## config.mk

```make
export PLATFORM = sky130hd
export DESIGN_NAME = gerenciador_jogada_flat
export DESIGN_NICKNAME = d
export VERILOG_FILES = /design/src/rtl/gerenciador_jogada_if.sv /design/src/rtl/gerenciador_jogada.sv /design/src/flat_wrapper.sv
export SDC_FILE = /design/constraint.sdc
export NUM_CORES = 1
export LEC_CHECK = 0
export ABC_AREA = 1
export BUFFER_PORTS_ARGS = -buffer_cell sky130_fd_sc_hd__buf_4
export CORE_MARGIN = 1
export CORE_UTILIZATION = 50
export DETAILED_ROUTE_END_ITERATION = 12
export GPL_TIMING_DRIVEN = 0
export PLACE_DENSITY_LB_ADDON = 0.08
export RECOVER_POWER = 50
export SLEW_MARGIN = 20
export SYNTH_ARGS = -nofsm -noshare
export SYNTH_HDL_FRONTEND = slang
export SYNTH_SLANG_ARGS = --single-unit
```

## constraint.sdc

```tcl
create_clock -name clk -period 1.4 [get_ports clk]
set_input_delay 0.14 -clock clk [delete_from_list [all_inputs] [get_ports clk]]
set_output_delay 0.14 -clock clk [all_outputs]
set_load 0.01 [all_outputs]
```

## src/rtl/gerenciador_jogada_if.sv

```systemverilog
// Signal bundle between the move controller and its surrounding game logic.
// The slave side belongs to gerenciador_jogada; the master side drives moves.
interface gerenciador_jogada_if;
  logic        iniciar;
  logic        jogar;
  logic [3:0]  posicao;
  logic        jogador;
  logic        troca_jogador;
  logic        limpa_jogador;
  logic [17:0] tabuleiro;
  logic        jogada_invalida;
  logic [1:0]  vencedor;
  logic        fim_jogo;
  logic [2:0]  db_estado;

  modport master (
    output iniciar, jogar, posicao, jogador,
    input  troca_jogador, limpa_jogador, tabuleiro, jogada_invalida,
           vencedor, fim_jogo, db_estado
  );

  modport slave (
    input  iniciar, jogar, posicao, jogador,
    output troca_jogador, limpa_jogador, tabuleiro, jogada_invalida,
           vencedor, fim_jogo, db_estado
  );
endinterface

```

## src/rtl/gerenciador_jogada.sv

```systemverilog
// Tic-tac-toe move controller: validates a cell, writes the current mark,
// detects win/draw and pulses the player-toggle flip-flop.
module gerenciador_jogada #(
  parameter int TIMEOUT_CICLOS = 100
) (
  input  logic               clk,
  input  logic               reset,
  gerenciador_jogada_if.slave bus
);

  typedef enum logic [2:0] {
    INICIAL  = 3'b000,
    ESPERA   = 3'b001,
    VERIFICA = 3'b010,
    REGISTRA = 3'b011,
    AVALIA   = 3'b100,
    TROCA    = 3'b101,
    FIM      = 3'b110
  } estado_t;

  localparam int            CW      = $clog2(TIMEOUT_CICLOS);
  localparam logic [CW-1:0] CNT_MAX = CW'(TIMEOUT_CICLOS - 1);

  estado_t       state_q, state_d;
  logic [CW-1:0] counter_q, counter_d;
  logic [17:0]   tabuleiro_q, tabuleiro_d;
  logic [1:0]    vencedor_q, vencedor_d;
  logic [3:0]    posicao_q, posicao_d;
  logic          jogar_q;

  logic [1:0] celula [9];
  logic [8:0] ocupada;
  logic [7:0] linha_x, linha_o;
  logic       borda, cheio, invalida;
  logic [3:0] indice;

  function automatic logic trio(input logic [1:0] a, b, c, m);
    return (a == m) && (b == m) && (c == m);
  endfunction

  genvar gi;
  generate
    for (gi = 0; gi < 9; gi++) begin : g_celula
      assign celula[gi]  = tabuleiro_q[2*gi +: 2];
      assign ocupada[gi] = |celula[gi];
    end
    // Lines 0..2 are rows, 3..5 are columns, 6..7 are the diagonals.
    for (gi = 0; gi < 3; gi++) begin : g_linhas
      assign linha_x[gi]   = trio(celula[3*gi], celula[3*gi+1], celula[3*gi+2], 2'b01);
      assign linha_o[gi]   = trio(celula[3*gi], celula[3*gi+1], celula[3*gi+2], 2'b10);
      assign linha_x[3+gi] = trio(celula[gi], celula[gi+3], celula[gi+6], 2'b01);
      assign linha_o[3+gi] = trio(celula[gi], celula[gi+3], celula[gi+6], 2'b10);
    end
  endgenerate

  assign linha_x[6] = trio(celula[0], celula[4], celula[8], 2'b01);
  assign linha_o[6] = trio(celula[0], celula[4], celula[8], 2'b10);
  assign linha_x[7] = trio(celula[2], celula[4], celula[6], 2'b01);
  assign linha_o[7] = trio(celula[2], celula[4], celula[6], 2'b10);

  assign cheio    = &ocupada;
  assign borda    = bus.jogar & ~jogar_q;
  assign indice   = (posicao_q > 4'd8) ? 4'd0 : posicao_q;
  assign invalida = (posicao_q > 4'd8) || (celula[indice] != 2'b00);

  always_comb begin
    state_d     = state_q;
    counter_d   = counter_q;
    tabuleiro_d = tabuleiro_q;
    vencedor_d  = vencedor_q;
    posicao_d   = posicao_q;
    if (bus.iniciar && state_q != INICIAL) begin
      state_d = INICIAL;
    end else begin
      unique case (state_q)
        INICIAL: begin
          tabuleiro_d = '0;
          vencedor_d  = 2'b00;
          counter_d   = '0;
          if (bus.iniciar) state_d = ESPERA;
        end
        ESPERA: begin
          // Saturates at the timeout value so the count can never wrap.
          if (counter_q != CNT_MAX) counter_d = counter_q + 1'b1;
          if (borda) begin
            state_d   = VERIFICA;
            posicao_d = bus.posicao;
          end else if (counter_q == CNT_MAX) begin
            state_d = TROCA;
          end
        end
        VERIFICA: state_d = invalida ? ESPERA : REGISTRA;
        REGISTRA: begin
          for (int k = 0; k < 9; k++) begin
            if (posicao_q == 4'(k)) tabuleiro_d[2*k +: 2] = bus.jogador ? 2'b10 : 2'b01;
          end
          state_d = AVALIA;
        end
        AVALIA: begin
          if (|linha_x) begin
            vencedor_d = 2'b01;
            state_d    = FIM;
          end else if (|linha_o) begin
            vencedor_d = 2'b10;
            state_d    = FIM;
          end else if (cheio) begin
            vencedor_d = 2'b11;
            state_d    = FIM;
          end else begin
            state_d = TROCA;
          end
        end
        TROCA: begin
          counter_d = '0;
          state_d   = ESPERA;
        end
        FIM:     state_d = FIM;
        default: state_d = INICIAL;
      endcase
    end
  end

  always_ff @(posedge clk or posedge reset) begin
    if (reset) begin
      state_q     <= INICIAL;
      counter_q   <= '0;
      tabuleiro_q <= '0;
      vencedor_q  <= 2'b00;
      posicao_q   <= '0;
      jogar_q     <= 1'b0;
    end else begin
      state_q     <= state_d;
      counter_q   <= counter_d;
      tabuleiro_q <= tabuleiro_d;
      vencedor_q  <= vencedor_d;
      posicao_q   <= posicao_d;
      jogar_q     <= bus.jogar;
    end
  end

  // Outputs decode only registered state and data, never the live inputs.
  assign bus.troca_jogador   = (state_q == TROCA);
  assign bus.limpa_jogador   = (state_q == INICIAL);
  assign bus.jogada_invalida = (state_q == VERIFICA) && invalida;
  assign bus.fim_jogo        = (state_q == FIM);
  assign bus.tabuleiro       = tabuleiro_q;
  assign bus.vencedor        = vencedor_q;
  assign bus.db_estado       = state_q;

endmodule
```

## src/flat_wrapper.sv

```systemverilog
// flat-port wrapper written by rule: the top's interface ports become plain ports
module gerenciador_jogada_flat 
#(
  parameter int TIMEOUT_CICLOS = 100
)
  (clk, reset, bus_iniciar, bus_jogar, bus_posicao, bus_jogador, bus_troca_jogador, bus_limpa_jogador, bus_tabuleiro, bus_jogada_invalida, bus_vencedor, bus_fim_jogo, bus_db_estado);
  gerenciador_jogada_if bus_i ();
  input  logic clk;
  input  logic reset;
  input wire logic [$bits(bus_i.iniciar)-1:0] bus_iniciar;
  input wire logic [$bits(bus_i.jogar)-1:0] bus_jogar;
  input wire logic [$bits(bus_i.posicao)-1:0] bus_posicao;
  input wire logic [$bits(bus_i.jogador)-1:0] bus_jogador;
  output wire logic [$bits(bus_i.troca_jogador)-1:0] bus_troca_jogador;
  output wire logic [$bits(bus_i.limpa_jogador)-1:0] bus_limpa_jogador;
  output wire logic [$bits(bus_i.tabuleiro)-1:0] bus_tabuleiro;
  output wire logic [$bits(bus_i.jogada_invalida)-1:0] bus_jogada_invalida;
  output wire logic [$bits(bus_i.vencedor)-1:0] bus_vencedor;
  output wire logic [$bits(bus_i.fim_jogo)-1:0] bus_fim_jogo;
  output wire logic [$bits(bus_i.db_estado)-1:0] bus_db_estado;
  assign bus_i.iniciar = bus_iniciar;
  assign bus_i.jogar = bus_jogar;
  assign bus_i.posicao = bus_posicao;
  assign bus_i.jogador = bus_jogador;
  assign bus_troca_jogador = bus_i.troca_jogador;
  assign bus_limpa_jogador = bus_i.limpa_jogador;
  assign bus_tabuleiro = bus_i.tabuleiro;
  assign bus_jogada_invalida = bus_i.jogada_invalida;
  assign bus_vencedor = bus_i.vencedor;
  assign bus_fim_jogo = bus_i.fim_jogo;
  assign bus_db_estado = bus_i.db_estado;
  gerenciador_jogada #(.TIMEOUT_CICLOS(TIMEOUT_CICLOS)) u_core (.clk(clk), .reset(reset), .bus(bus_i));
endmodule
```

; After elaboration in Yosys (flattened, before gate mapping)
; Cells that the tools add are included.
[totals]
register_bits = 35
out_inout_bits = 27
elab_cells = 166
input_bits = 9
[classes]
reduce_logical = 68
bitwise = 4
order_cmp = 2
n_mux = 30
n_addsub = 1
n_eq_ne = 47
[op_table]
columns = cell, n
row1 = one-hot mux 18 bit (2 select lines), 1
row2 = AND reduction 3 bit, 12
row3 = logical AND 1 bit, 34
row4 = two-way mux 2 bit, 17
row5 = one-hot mux 3 bit (7 select lines), 1
row6 = inequality test 2 x 1 -> 1 bit (second input constant), 10
row7 = OR reduction 2 bit, 10
row8 = equality test 2 x 1 -> 1 bit (second input constant), 9
row9 = equality test 2 bit (second input constant), 9
row10 = two-way mux 3 bit, 6
row11 = equality test 4 x 3 -> 1 bit (second input constant), 4
row12 = OR reduction 8 bit, 2
row13 = one-hot mux 7 bit (2 select lines), 1
row14 = equality test 3 bit (second input constant), 3
row15 = AND reduction 9 bit, 1
row16 = binary-select mux 2 bit (select 4 bit), 1
row17 = equality test 4 x 2 -> 1 bit (second input constant), 2
row18 = inequality test 4 x 1 -> 1 bit (second input constant), 2
row19 = nonzero test 2 bit, 4
row20 = adder 7 x 1 -> 7 bit (second input constant), 1
row21 = equality test 7 bit (second input constant), 1
row22 = two-way mux 7 bit, 1
row23 = inequality test 7 bit (second input constant), 1
row24 = equality test 3 x 2 -> 1 bit (second input constant), 2
row25 = other kinds (16), 17

; Depth between registers and ports, before layout
; Gate-level depths: netlist of the first run.
[logic_depth]
word_depth = 11
mapped_depth = 12
mapped_depth_nobuf = 12

; Least setup slack after synthesis of the first run
; Ideal clock, no wire load.
[synth_path]
kind = register to register
from = register u_core.state_q[0] (netlist: u_core.bus.db_estado[0])
to = register u_core.state_q[0] (netlist: u_core.bus.db_estado[0])
arrival_ns = 1.437
setup_slack_ns = -0.155
synth_period_minus_slack_ns = 1.555
path_buffers = 2
setup_time_ns = 0.118
path_stages_with_launch = 11
required_ns = 1.282
cell_sequence = dfrtp_1 -> buf_6 -> nor2_4 -> inv_2 -> nor2_4 -> inv_2 -> buf_2 -> o21ai_0 -> nor3_1 -> nand2_1 -> nand2_1
[synth_between]
word_cells_on_any_way = 14
classes_between = eq/ne (8) / mux (2) / reduce/logical (4)
[synth_rtl]
columns = element, line_no
row1 = start: declaration, gerenciador_jogada.sv:24  ; estado_t state_q, state_d;
row2 = start signal: assignment, gerenciador_jogada.sv:132  ; state_q <= state_d;
row3 = logical NOT 3 bit *, --
row4 = net bus_limpa_jogador, flat_wrapper.sv:15  ; output wire logic [$bits(bus_i.limpa_jogador)-1:0] bus_limpa_jogador;
row5 = one-hot mux 3 bit (7 select lines) or inequality test 3 x 2 -> 1 bit (tied branches), --
row6 = two-way mux 3 bit or AND reduction 2 bit (tied branches), --
; The timed path passes the listed nets; every way through them passes the cells marked *.
; A chain may end at the register's enable or synchronous reset.

; Worst setup path after layout of the first run
[layout_path]
from = register u_core.posicao_q[2]
to = output bus_jogada_invalida
[layout_between]
elab_chain_cells = 9
[layout_rtl]
columns = element, line_no
row1 = start: declaration, gerenciador_jogada.sv:28  ; logic [3:0] posicao_q, posicao_d;
row2 = start signal: assignment, gerenciador_jogada.sv:136  ; posicao_q <= posicao_d;
row3 = greater-than comparator 4 bit, "gerenciador_jogada.sv:63, gerenciador_jogada.sv:64"
row4 = two-way mux 4 bit, gerenciador_jogada.sv:63  ; assign indice = (posicao_q > 4'd8) ? 4'd0 : posicao_q;
row5 = NOT 4 -> 5 bit (implied by the code), gerenciador_jogada.sv:64  ; assign invalida = (posicao_q > 4'd8) || (celula[indice] != 2'b00);
row6 = binary-select mux 2 bit (select 4 bit), gerenciador_jogada.sv:64
row7 = two-way mux 2 bit (implied by the code) (2 in series), gerenciador_jogada.sv:64
row8 = nonzero test 2 bit, gerenciador_jogada.sv:64
row9 = logical OR 1 bit *, gerenciador_jogada.sv:64
row10 = logical AND 1 bit *, gerenciador_jogada.sv:144  ; assign bus.jogada_invalida = (state_q == VERIFICA) && invalida;
row11 = end: declaration, flat_wrapper.sv:17  ; output wire logic [$bits(bus_i.jogada_invalida)-1:0] bus_jogada_invalida;
; Mark *: on every way between the ends. The rest lies on a longest branch, timed or not. The select of a mux whose other input is x is not followed.

==> metrics.md, run 1 <==
| Metric | Value |
|---|---|
| Placeable Area | 0.004058 sq mm |
| Area leader, netlist | dfrtp_1 |
| Synth top area cells | dfrtp_1 41%, nand2_1 14%, nor2_1 7.2% |
| Critical Path Start Type | register |
| First DRT Iteration DRCs | 371 |
| CP endpoint kind | primary output |
| Critical path cell sequence | inv_4 -> o21ai_1 -> nand3_2 -> nand3_2 -> nand3_2 -> nand2_2 -> nor4_4 -> buf_4 |
| Clk root buf | clkbuf_8 |
| Post-synthesis xor/xnor area fraction | 0.8226% |
| Io pins | 36 |
| CP Buf/Inv Count | 2 |
| Area growth syn-to-layout | 62.57% |
| Total CTS buffers | 5 |
| CP Data Required Time | 1.26 ns |
| Placed instance area | 0.002491 sq mm |
| RSZ-0062 raised after global routing | yes |
| GPL Wtd Cong | 0.9111 |
| Post-Route WL | 8354 microns |
| Reg clk slew, reported paths | 0.08 ns |
| FILL cells | 230 |
| Detailed-route DRC error count | 0 |
| #FFs+latches synth | 35 |
| Post-synthesis sequential area ratio | 41.13% |
| Max-slew violations | 0 |
| Final setup viols | 37 |
| Synth Area in Simple Gates | 36.96% |
| Top-count cell post-synth | nand2_1 |
| Hold/Removal Path Class | primary input to register |
| Post-synth top cells | 79 x nand2_1, 41 x nor2_1, 36 x inv_1 |
| Proportion of synthesized area in mux cells | 0% |
| Hpwl dp | 3931 microns |
| Largest net degree at the start of global routing | 36 |
| PwrDens | 1983 mW/mm^2 |
| Number of max-cap violations | 0 |
| Die X | 67.26 microns |
| Hold path startpoint | bus_posicao[1] |
| Layout cells sized above 1 | 46.61% |
| Synth Area in Adders | 0.5875% |
| Count of cell types in the netlist | 30 |
| Overflow after GRT | 0 |
| Lkg Pwr | 0.001620 uW |
| Worst Path Arrival | 1.75 ns |
| Final core occ | 85.32% |
| WL/cell | 19.25 microns |
| Antenna violations before repair | 0 |
| Final setup margin | -0.4880 ns |
| Nets | 393 |
| Via-to-Cell Ratio | 5.991 |
| Post-route minimum period | 1.888 ns |
| Compound-gate portion of the synthesized area | 12.04% |
| Worst Max-Slew Pin Slew | 0.7358 ns |
| Status | finished, violations left |
| Synth warn | 0 |
| Crit path top cell by count | nand3_2 |
| Crit share post-route | 134.9% |
| EDFF count, synth | 0 |
| CTS tree | yes |
| Ys flop type | dfrtp_1 |
| Antenna-violating nets left | 0 |
| Die area | 0.004524 sq mm |
| H-Tree Depth | 2 |
| Fin Hold WS | 0.09220 ns |
| Placed cells | 388 |
| Port bufs | 35 |
| Die Y | 67.26 microns |
| Sink Count | 35 |
| Max-slew headroom | 50.87% |
| DR pass1 iterations | 6 |
| Syn_area_per_cell | 7.028 sq um |
| # diodes | 0 |
| Fmax | 0.5297 GHz |
| Vias in the first global route | 2171 |
| Fin area | 0.003462 sq mm |
| Global Route Usage Sum | 30.86% |
| Post-synth ARST share | 100.0% |
| Post-synth top area share | 41.13% |
| Setup CP Type | register to primary output |
| PnR Total Power | 6866 uW |
| DR vias | 2600 |
| Worst-Skew Late Latency | 0.30 ns |
| Reg2Reg Setup Slack | -0.37 ns |
| Cell Area, Synth | 0.002130 sq mm |
| Critical path's top delay family | simple AND/OR/NAND/NOR gates |
| Slowest stage delay, CP | 0.45 ns |
| Final Hold Vio Count | 0 |
| Critical path origin | u_core.posicao_q[2]$_DFFE_PP0P_ |
| Skew final | 0.004552 ns |
| Critical R2R Launch | u_core.bus.tabuleiro[14]$_DFFE_PP0P_ |
| Non-filler instance count after layout | 434 |
| Largest family of logic cells by synthesized area | simple AND/OR/NAND/NOR gates |
| First-pass GRT wire length | 10210 microns |
| Initial core utilization | 52.48% |
| CTS max path bufs | 2 |
| CP Max Fanout | 5 |
| Placement Rows | 23 |
| Worst vdd ir | 1409 uV |
| Syn Nets | 313 |
| Violated checks | setup timing |
| Slowest cell on the critical path | dfrtp_2 |
| Mapped Cells | 303 |
## per-stage QoR
step	TNS [ns]	setup WS (ns)
floorplan	-0.7263	-0.1240
global placement	-3.716	-0.2794
detailed placement	-4.109	-0.2548
CTS	-3.972	-0.3247
global route	-10.14	-0.5165
finish	-7.176	-0.4880
## worst min-delay path, cell delays in order
cell     delay [ns]
buf_4          0.08
nor2_2         0.03
a21oi_1        0.10
## state kept, by name, summed over array words and instances (netlist names)
signal                count
u_core.bus.tabuleiro     18
u_core.bus.db_estado      3
u_core.counter_q          7
u_core.bus.vencedor       2
u_core.posicao_q          4
u_core.jogar_q            1
## logic make-up (layout without fill, tap and decap cells)
family | count (synthesis) | in the layout
xor gates and xnor gates | 2 | 2
AOI/OAI and AO/OA | 46 | 46
buffers and inverters | 45 | 126
and+or+nand+nor | 174 | 174
DFF | 35 | 35
adders and majority gates | 1 | 1
## area by class of cell
cell class / instances / area (sq um) / share of cell area, %
Clock inverter: 3 / 67.56 / 1.952
Clock buffer: 5 / 68.82 / 1.988
Sequential cell: 35 / 880.8 / 25.44
Timing Repair Buffer: 73 / 643.1 / 18.58
Inverter: 43 / 185.2 / 5.349
Buffer: 2 / 31.28 / 0.9035
Tap cell: 50 / 62.56 / 1.807
Multi-Input combinational cell: 223 / 1523 / 43.98
## repair_timing
item / CTS / global route
resized for setup: 72 / 81
hold buffers: 2 / 0
buffers inserted: 15 / 22
hold endpoints to repair: 8 / 0
setup endpoints to repair: 36 / 38
gates cloned: 1 / 0
pin swaps: 12 / 21
## layer usage
layer	wire [microns]	track usage [%]
met1	3012	40.76
met3	803	7.095
met4	564	17.02
met2	3974	46.25
met5	0	0
## path summary, 6_finish.rpt
kind                       cells past startpoint                                  end
hold reg to reg                                2   u_core.bus.vencedor[0]$_DFFE_PP0P_
setup reg to reg                              12   u_core.bus.vencedor[1]$_DFFE_PP0P_
setup / recovery                               8                  bus_jogada_invalida
min in group asynchronous                      3  u_core.bus.tabuleiro[8]$_DFFE_PP0P_
max in group asynchronous                      3      u_core.posicao_q[1]$_DFFE_PP0P_
hold / removal                                 3      u_core.posicao_q[1]$_DFFE_PP0P_
## power by group
part | leakage, uW | internal, uW | switching (uW)
Sequential | 0.000463 | 1190 | 231
Clock | 0.0000644 | 711 | 422
Combinational | 0.00109 | 1910 | 2400
Total | 0.00162 | 3820 | 3050
## placed cells by master (no fill, tap or decap), types with 5 or more instances in the layout
master	netlist	final
clkbuf_8	0	5
buf_4	0	49
nand3_1	20	9
nor2_2	1	5
a21oi_1	6	5
nand2_1	79	63
o21ai_2	1	7
nand2_2	2	12
o21ai_4	0	7
buf_6	1	16
nand3_2	2	12
o21ai_1	5	16
inv_2	5	12
nor3_1	13	8
o21ai_0	29	5
inv_1	36	25
nor2_4	4	11
nor2_1	41	30
dfrtp_1	35	31
No activity file was read; power rests on OpenSTA's default activity.
==> run 2, diff against run 1 <==
- CORE_UTILIZATION: 50 -> 60
- clock period: 1.4 -> 2.4 ns (I/O delays scaled with it)
==> run 2 against run 1 <==
Compared with the run above:
- combinational power fell by 75%
- the run now ends clean
- sequential share of layout area rose by 9.6 points
- setup slack improved by 0.77 ns
- largest cell class unchanged
- clock skew rose by 0.0034 ns
- die area fell by 16%
- wire length fell by 38%
- design area fell by 28%
==> metrics.md, run 2 (synthesis gave the netlist of run 1 again) <==
| Metric | Value |
|---|---|
| Max reg flops | 18 (unchanged) |
| Multi-input gate area | 0.001074 sq mm (was 0.001523 sq mm) |
| WL/cell | 13.15 microns (was 19.25 microns) |
| Antenna-violating nets left | 0 (unchanged) |
| GPL Wtd Cong | 0.9146 (was 0.9111) |
| CP endpoint kind | primary output (unchanged) |
| Fin Hold WS | 0.1284 ns (was 0.09220 ns) |
| Hold/Removal Path Class | primary input to register (unchanged) |
| Reg clk slew, reported paths | 0.11 ns (was 0.08 ns) |
| Via-to-Cell Ratio | 5.491 (was 5.991) |
| Most frequent cells in the layout | 79 x nand2_1, 41 x nor2_1, 35 x inv_1, 35 x dfrtp_1, 29 x o21ai_0 (was 63 x nand2_1, 49 x buf_4, 31 x dfrtp_1) |
| Antenna violations before repair | 0 (unchanged) |
| R2R cell count | 7 (was 12) |
| Fin area | 0.002497 sq mm (was 0.003462 sq mm) |
| Worst Hold Path Cells | 3 (unchanged) |
| Commonest non-fill, non-tap cell in the layout | nand2_1 (unchanged) |
| # diodes | 0 (unchanged) |
| FILL cells | 293 (was 230) |
| H-Tree Depth | 2 (unchanged) |
| Number of max-cap violations | 0 (unchanged) |
| Reg2Reg Setup Slack | 0.70 ns (was -0.37 ns) |
| CTS max path bufs | 2 (unchanged) |
| Worst vdd ir | 690.7 uV (was 1409 uV) |
| Worst Path Arrival | 1.88 ns (was 1.75 ns) |
| Critical Path End | bus_jogada_invalida (unchanged) |
| Die area | 0.003791 sq mm (was 0.004524 sq mm) |
| Crit share post-route | 88.14% |
| Status | completed (was finished, violations left) |
| Io pins | 36 (unchanged) |
| Die Y | 61.58 microns (was 67.26 microns) |
| Placement Rows | 21 (was 23) |
| Port bufs | 35 (unchanged) |
| First-pass GRT wire length | 8066 microns (was 10210 microns) |
| Die X | 61.58 microns (was 67.26 microns) |
| Layout cells sized above 1 | 15.56% (was 46.61%) |
| Nets | 356 (was 393) |
| Worst Max-Slew Pin Slew | 1.283 ns (was 0.7358 ns) |
| CP Data Required Time | 2.16 ns (was 1.26 ns) |
| Sink Count | 35 (unchanged) |
| Worst R2R End | u_core.bus.tabuleiro[2]$_DFFE_PP0P_ (was u_core.bus.vencedor[1]$_DFFE_PP0P_) |
| Post-Route WL | 5167 microns (was 8354 microns) |
| First DRT Iteration DRCs | 189 (was 371) |
| RSZ-0062 raised after global routing | no (was yes) |
| Skew final | 0.007917 ns (was 0.004552 ns) |
| Setup CP Type | register to primary output (unchanged) |
| Max-slew headroom | 14.37% (was 50.87%) |
| Final setup margin | 0.2847 ns (was -0.4880 ns) |
| Fmax | 0.4727 GHz |
| Clk root buf | clkbuf_4 (was clkbuf_8) |
| Worst-Skew Late Latency | 0.35 ns (was 0.30 ns) |
| Lkg Pwr | 0.001225 uW (was 0.001620 uW) |
| Overflow after GRT | 0 (unchanged) |
| Post-route minimum period | 2.115 ns |
| CP Max Fanout | 8 (was 5) |
| Initial core utilization | 63.32% (was 52.48%) |
| Pre-CTS WS | 0.6486 ns (was -0.2548 ns) |
| Final setup viols | 0 (was 37) |
| Global Route Usage Sum | 30.28% (was 30.86%) |
| Area growth syn-to-layout | 17.27% (was 62.57%) |
| Setup TNS | 0 ns (was -7.176 ns) |
| PwrDens | 933.6 mW/mm^2 (was 1983 mW/mm^2) |
| DR pass1 iterations | 5 (was 6) |
| Max-slew violations | 0 (unchanged) |
| Number of post-CTS setup repair buffers | 0 (was 15) |
| Critical R2R Launch | u_core.bus.db_estado[2]$_DFFE_PP0P_ (was u_core.bus.tabuleiro[14]$_DFFE_PP0P_) |
| Placeable Area | 0.003363 sq mm (was 0.004058 sq mm) |
| Sequential Area | 875.8 sq um (was 880.8 sq um) |
| Placed instance area | 0.002450 sq mm (was 0.002491 sq mm) |
| Critical path origin | u_core.posicao_q[2]$_DFFE_PP0P_ (unchanged) |
| CTS tree | yes (unchanged) |
| Vias in the first global route | 1766 (was 2171) |
| Hpwl dp | 3852 microns (was 3931 microns) |
| Detailed-route DRC error count | 0 (unchanged) |
| Total CTS buffers | 5 (unchanged) |
| Final Hold Vio Count | 0 (unchanged) |
| Largest net degree at the start of global routing | 36 (unchanged) |
| DR vias | 2158 (was 2600) |
| Critical Path Start Type | register (unchanged) |
==> run 2: final cells by class <==
type                            instances  area share, %
Inverter                               43          6.563
Timing Repair Buffer                   36          8.968
Multi-Input combinational cell        223          42.99
Tap cell                               46          2.305
Buffer                                  2         0.6513
Sequential cell                        35          35.07
Clock inverter                          2          1.403
Clock buffer                            6          2.054
==> run 2: how the worst min path moves through the flow <==
stage	end	start	slack, ns
3_5_place_dp	u_core.jogar_q$_DFF_PP0_	bus_jogar	0.37
5_1_grt	u_core.posicao_q[0]$_DFFE_PP0P_	bus_posicao[0]	0.11
4_1_cts	u_core.bus.tabuleiro[5]$_DFFE_PP0P_	reset	0.03
2_1_floorplan	u_core.jogar_q$_DFF_PP0_	bus_jogar	0.27
6_report	u_core.posicao_q[0]$_DFFE_PP0P_	bus_posicao[0]	0.13
3_3_place_gp	u_core.jogar_q$_DFF_PP0_	bus_jogar	0.36
==> run 2: routing by layer <==
metal  vias to the layer above  track usage, %  part of all wire (%)
met2                        97           45.62                    45
met5                         -               0                     0
met3                        11           8.193                   8.3
li1                       1074               -                     -
met1                       976           41.87                    45
met4                         0           11.11                   1.9
==> run 2: worst max-delay path: stages, from the launching register on <==
cell and delay [ns]:
dfrtp_1 0.49, inv_2 0.16, o21ai_0 0.13, nand3_1 0.10, nand3_1 0.07, nand3_1 0.07, nand2_1 0.10, nor4_1 0.22
buf_4 0.18
==> run 2: timing repair <==
action | in CTS | in global routing
hold buffers | 1 | 0
resized for setup | 0 | 1
endpoints found under the setup margin | 0 | 1
endpoints found under the hold margin | 1 | 0
==> run 2: stage by stage <==
step / utilization [%] / power, uW / instances
finish: 74.26 / 2332 / 393
detailed placement: 72.84 / 1884 / 384
CTS: 75.71 / 2338 / 393
global route: 74.26 / 2499 / 393
floorplan: - / 1575 / 303
global placement: 72.84 / 1856 / 384
==> run 2: report_power, final <==
| part | leakage (uW) | switching, uW | total (uW) | internal, uW |
|---|---|---|---|---|
| logic | 0.000709 | 724 | 1070 | 346 |
| clock network | 0.0000482 | 206 | 452 | 246 |
| registers | 0.000468 | 119 | 809 | 689 |
==> run 3, diff against run 2 <==
- CORE_UTILIZATION: 60 -> 42
==> run 3 against run 2 <==
Compared with the run above:
- sequential share of layout area shrank 0.47 points
- worst hold slack lost 0.040 ns
- clock power is 5.1% higher
- non-clock buffer count shrank 1
- wire length increased by 2.2%
- critical path type unchanged
==> metrics.md, run 3 (synthesis gave the netlist of run 1 again) <==
| Metric | Value |
|---|---|
| Clk root buf | clkbuf_8 (was clkbuf_4) |
| CTS max path bufs | 2 (unchanged) |
| Post-Route WL | 5279 microns (was 5167 microns) |
| First-pass GRT wire length | 8487 microns (was 8066 microns) |
| DR vias | 2095 (was 2158) |
| Sink Count | 35 (unchanged) |
| Antenna violations before repair | 0 (unchanged) |
| Final setup margin | 0.3529 ns (was 0.2847 ns) |
| Lkg Pwr | 0.001229 uW (was 0.001225 uW) |
| Setup CP Type | register to primary output (unchanged) |
| Worst Max-Slew Pin Slew | 1.317 ns (was 1.283 ns) |
| CP Max Fanout | 8 (unchanged) |
| Worst vdd ir | 490.5 uV (was 690.7 uV) |
| Skew final | 0.005197 ns (was 0.007917 ns) |
| Final Hold Vio Count | 0 (unchanged) |
| Number of post-CTS setup repair buffers | 0 (unchanged) |
| Overflow after GRT | 0 (unchanged) |
| Setup TNS | 0 ns (unchanged) |
| Reg clk slew, reported paths | 0.07 ns (was 0.11 ns) |
| Global Route Usage Sum | 21.30% (was 30.28%) |
| Vias in the first global route | 1787 (was 1766) |
| Commonest non-fill, non-tap cell in the layout | nand2_1 (unchanged) |
| Max reg flops | 18 (unchanged) |
| Critical Path Start Type | register (unchanged) |
| Cts hold-fix bufs | 0 (was 1) |
| Antenna-violating nets left | 0 (unchanged) |
| Die Y | 73.21 microns (was 61.58 microns) |
| Io pins | 36 (unchanged) |
| Post-route minimum period | 2.047 ns (was 2.115 ns) |
| GPL Wtd Cong | 0.8645 (was 0.9146) |
| Status | completed (unchanged) |
| First DRT Iteration DRCs | 126 (was 189) |
| Hold/Removal Path Class | primary input to register (unchanged) |
| WL/cell | 12.78 microns (was 13.15 microns) |
| Most frequent cells in the layout | 79 x nand2_1, 41 x nor2_1, 36 x inv_1 (was 79 x nand2_1, 41 x nor2_1, 35 x inv_1, 35 x dfrtp_1, 29 x o21ai_0) |
| RSZ-0062 raised after global routing | no (unchanged) |
| DR pass1 iterations | 4 (was 5) |
| Post-CTS sizing | 0 (unchanged) |
| H-Tree Depth | 2 (unchanged) |
| Total CTS buffers | 5 (unchanged) |
| Detailed-route DRC error count | 0 (unchanged) |
| Placement Rows | 25 (was 21) |
| Pre-CTS WS | 0.6496 ns (was 0.6486 ns) |
| PwrDens | 927.8 mW/mm^2 (was 933.6 mW/mm^2) |
| Die X | 73.21 microns (was 61.58 microns) |
| Port bufs | 35 (unchanged) |
| # diodes | 0 (unchanged) |
| Placeable Area | 0.004786 sq mm (was 0.003363 sq mm) |
| Crit share post-route | 85.30% (was 88.14%) |
| Area growth syn-to-layout | 18.86% (was 17.27%) |
| Initial core utilization | 44.50% (was 63.32%) |
| Via-to-Cell Ratio | 5.073 (was 5.491) |
| Max-slew headroom | 12.11% (was 14.37%) |
| CP Data Required Time | 2.16 ns (about the same) |
| Nets | 355 (was 356) |
| Max-slew violations | 0 (unchanged) |
| CP endpoint kind | primary output (unchanged) |
| Fmax | 0.4885 GHz (was 0.4727 GHz) |
| Worst Path Arrival | 1.81 ns (was 1.88 ns) |
| Die area | 0.005359 sq mm (was 0.003791 sq mm) |
| Largest net degree at the start of global routing | 36 (unchanged) |
| Hpwl dp | 3973 microns (was 3852 microns) |
| Final setup viols | 0 (unchanged) |
| CTS tree | yes (unchanged) |
| Worst-Skew Late Latency | 0.29 ns (was 0.35 ns) |
| Layout cells sized above 1 | 15.32% (was 15.56%) |
| Number of max-cap violations | 0 (unchanged) |
-- run 3: critical path, stage by stage (launching register included) --
cell and delay, ns:
dfrtp_1 0.47, inv_1 0.22, o21ai_0 0.13, nand3_1 0.10, nand3_1 0.07, nand3_1 0.09, nand2_1 0.09, nor4_1 0.17
buf_4 0.16
-- run 3: stage by stage --
stage / area (sq um) / power (uW) / std cells / hold slack [ns] / util (%)
after floorplan: 2130 / 1575 / 303 / 0.2714 / -
after global placement: 2476 / 1881 / 405 / 0.3599 / 51.74
after detailed placement: 2476 / 1896 / 405 / 0.3605 / 51.74
after CTS: 2576 / 2377 / 413 / 0.05680 / 53.83
after global routing: 2531 / 2523 / 413 / 0.07939 / 52.89
final: 2531 / 2348 / 413 / 0.08863 / 52.89
-- run 3: area by class of cell --
type,count,area [sq um]
fillers,506,2255
multi-input cells,223,1074
flip-flops and latches,35,875.8
repair buffers,35,217.7
inverters,43,163.9
clock buffers,8,100.1
well taps,67,83.83
plain buffers,2,16.27
-- run 3: routing by layer --
layer | up-vias | GRT usage (%) | part of all wire [%]
met2 | 67 | 30.35 | 43
li1 | 1063 | - | -
met3 | 6 | 5.387 | 6.1
met1 | 959 | 31.33 | 50
met5 | - | 0 | 0
met4 | 0 | 6.754 | 1.4
-- run 3: where the power goes --
group	switching, uW	internal [uW]	total [uW]	leakage (uW)
combinational	721	345	1070	0.000710
clock	213	262	475	0.0000515
sequential	117	691	807	0.000468
-- run 3: path summary, 6_finish.rpt --
check                                               startpoint                              endpoint  slack (ns)  depth (start not counted)
min                                                  bus_jogar              u_core.jogar_q$_DFF_PP0_        0.09                          1
max in group asynchronous                                reset   u_core.bus.db_estado[0]$_DFFE_PP0P_        1.29                          2
max reg2reg                u_core.bus.db_estado[2]$_DFFE_PP0P_   u_core.bus.tabuleiro[3]$_DFFE_PP0P_        0.70                          6
min reg2reg                 u_core.bus.vencedor[0]$_DFFE_PP0P_    u_core.bus.vencedor[0]$_DFFE_PP0P_        0.47                          2
min in group asynchronous                                reset  u_core.bus.tabuleiro[11]$_DFFE_PP0P_        0.33                          2
max                            u_core.posicao_q[2]$_DFFE_PP0P_                   bus_jogada_invalida        0.35                          8
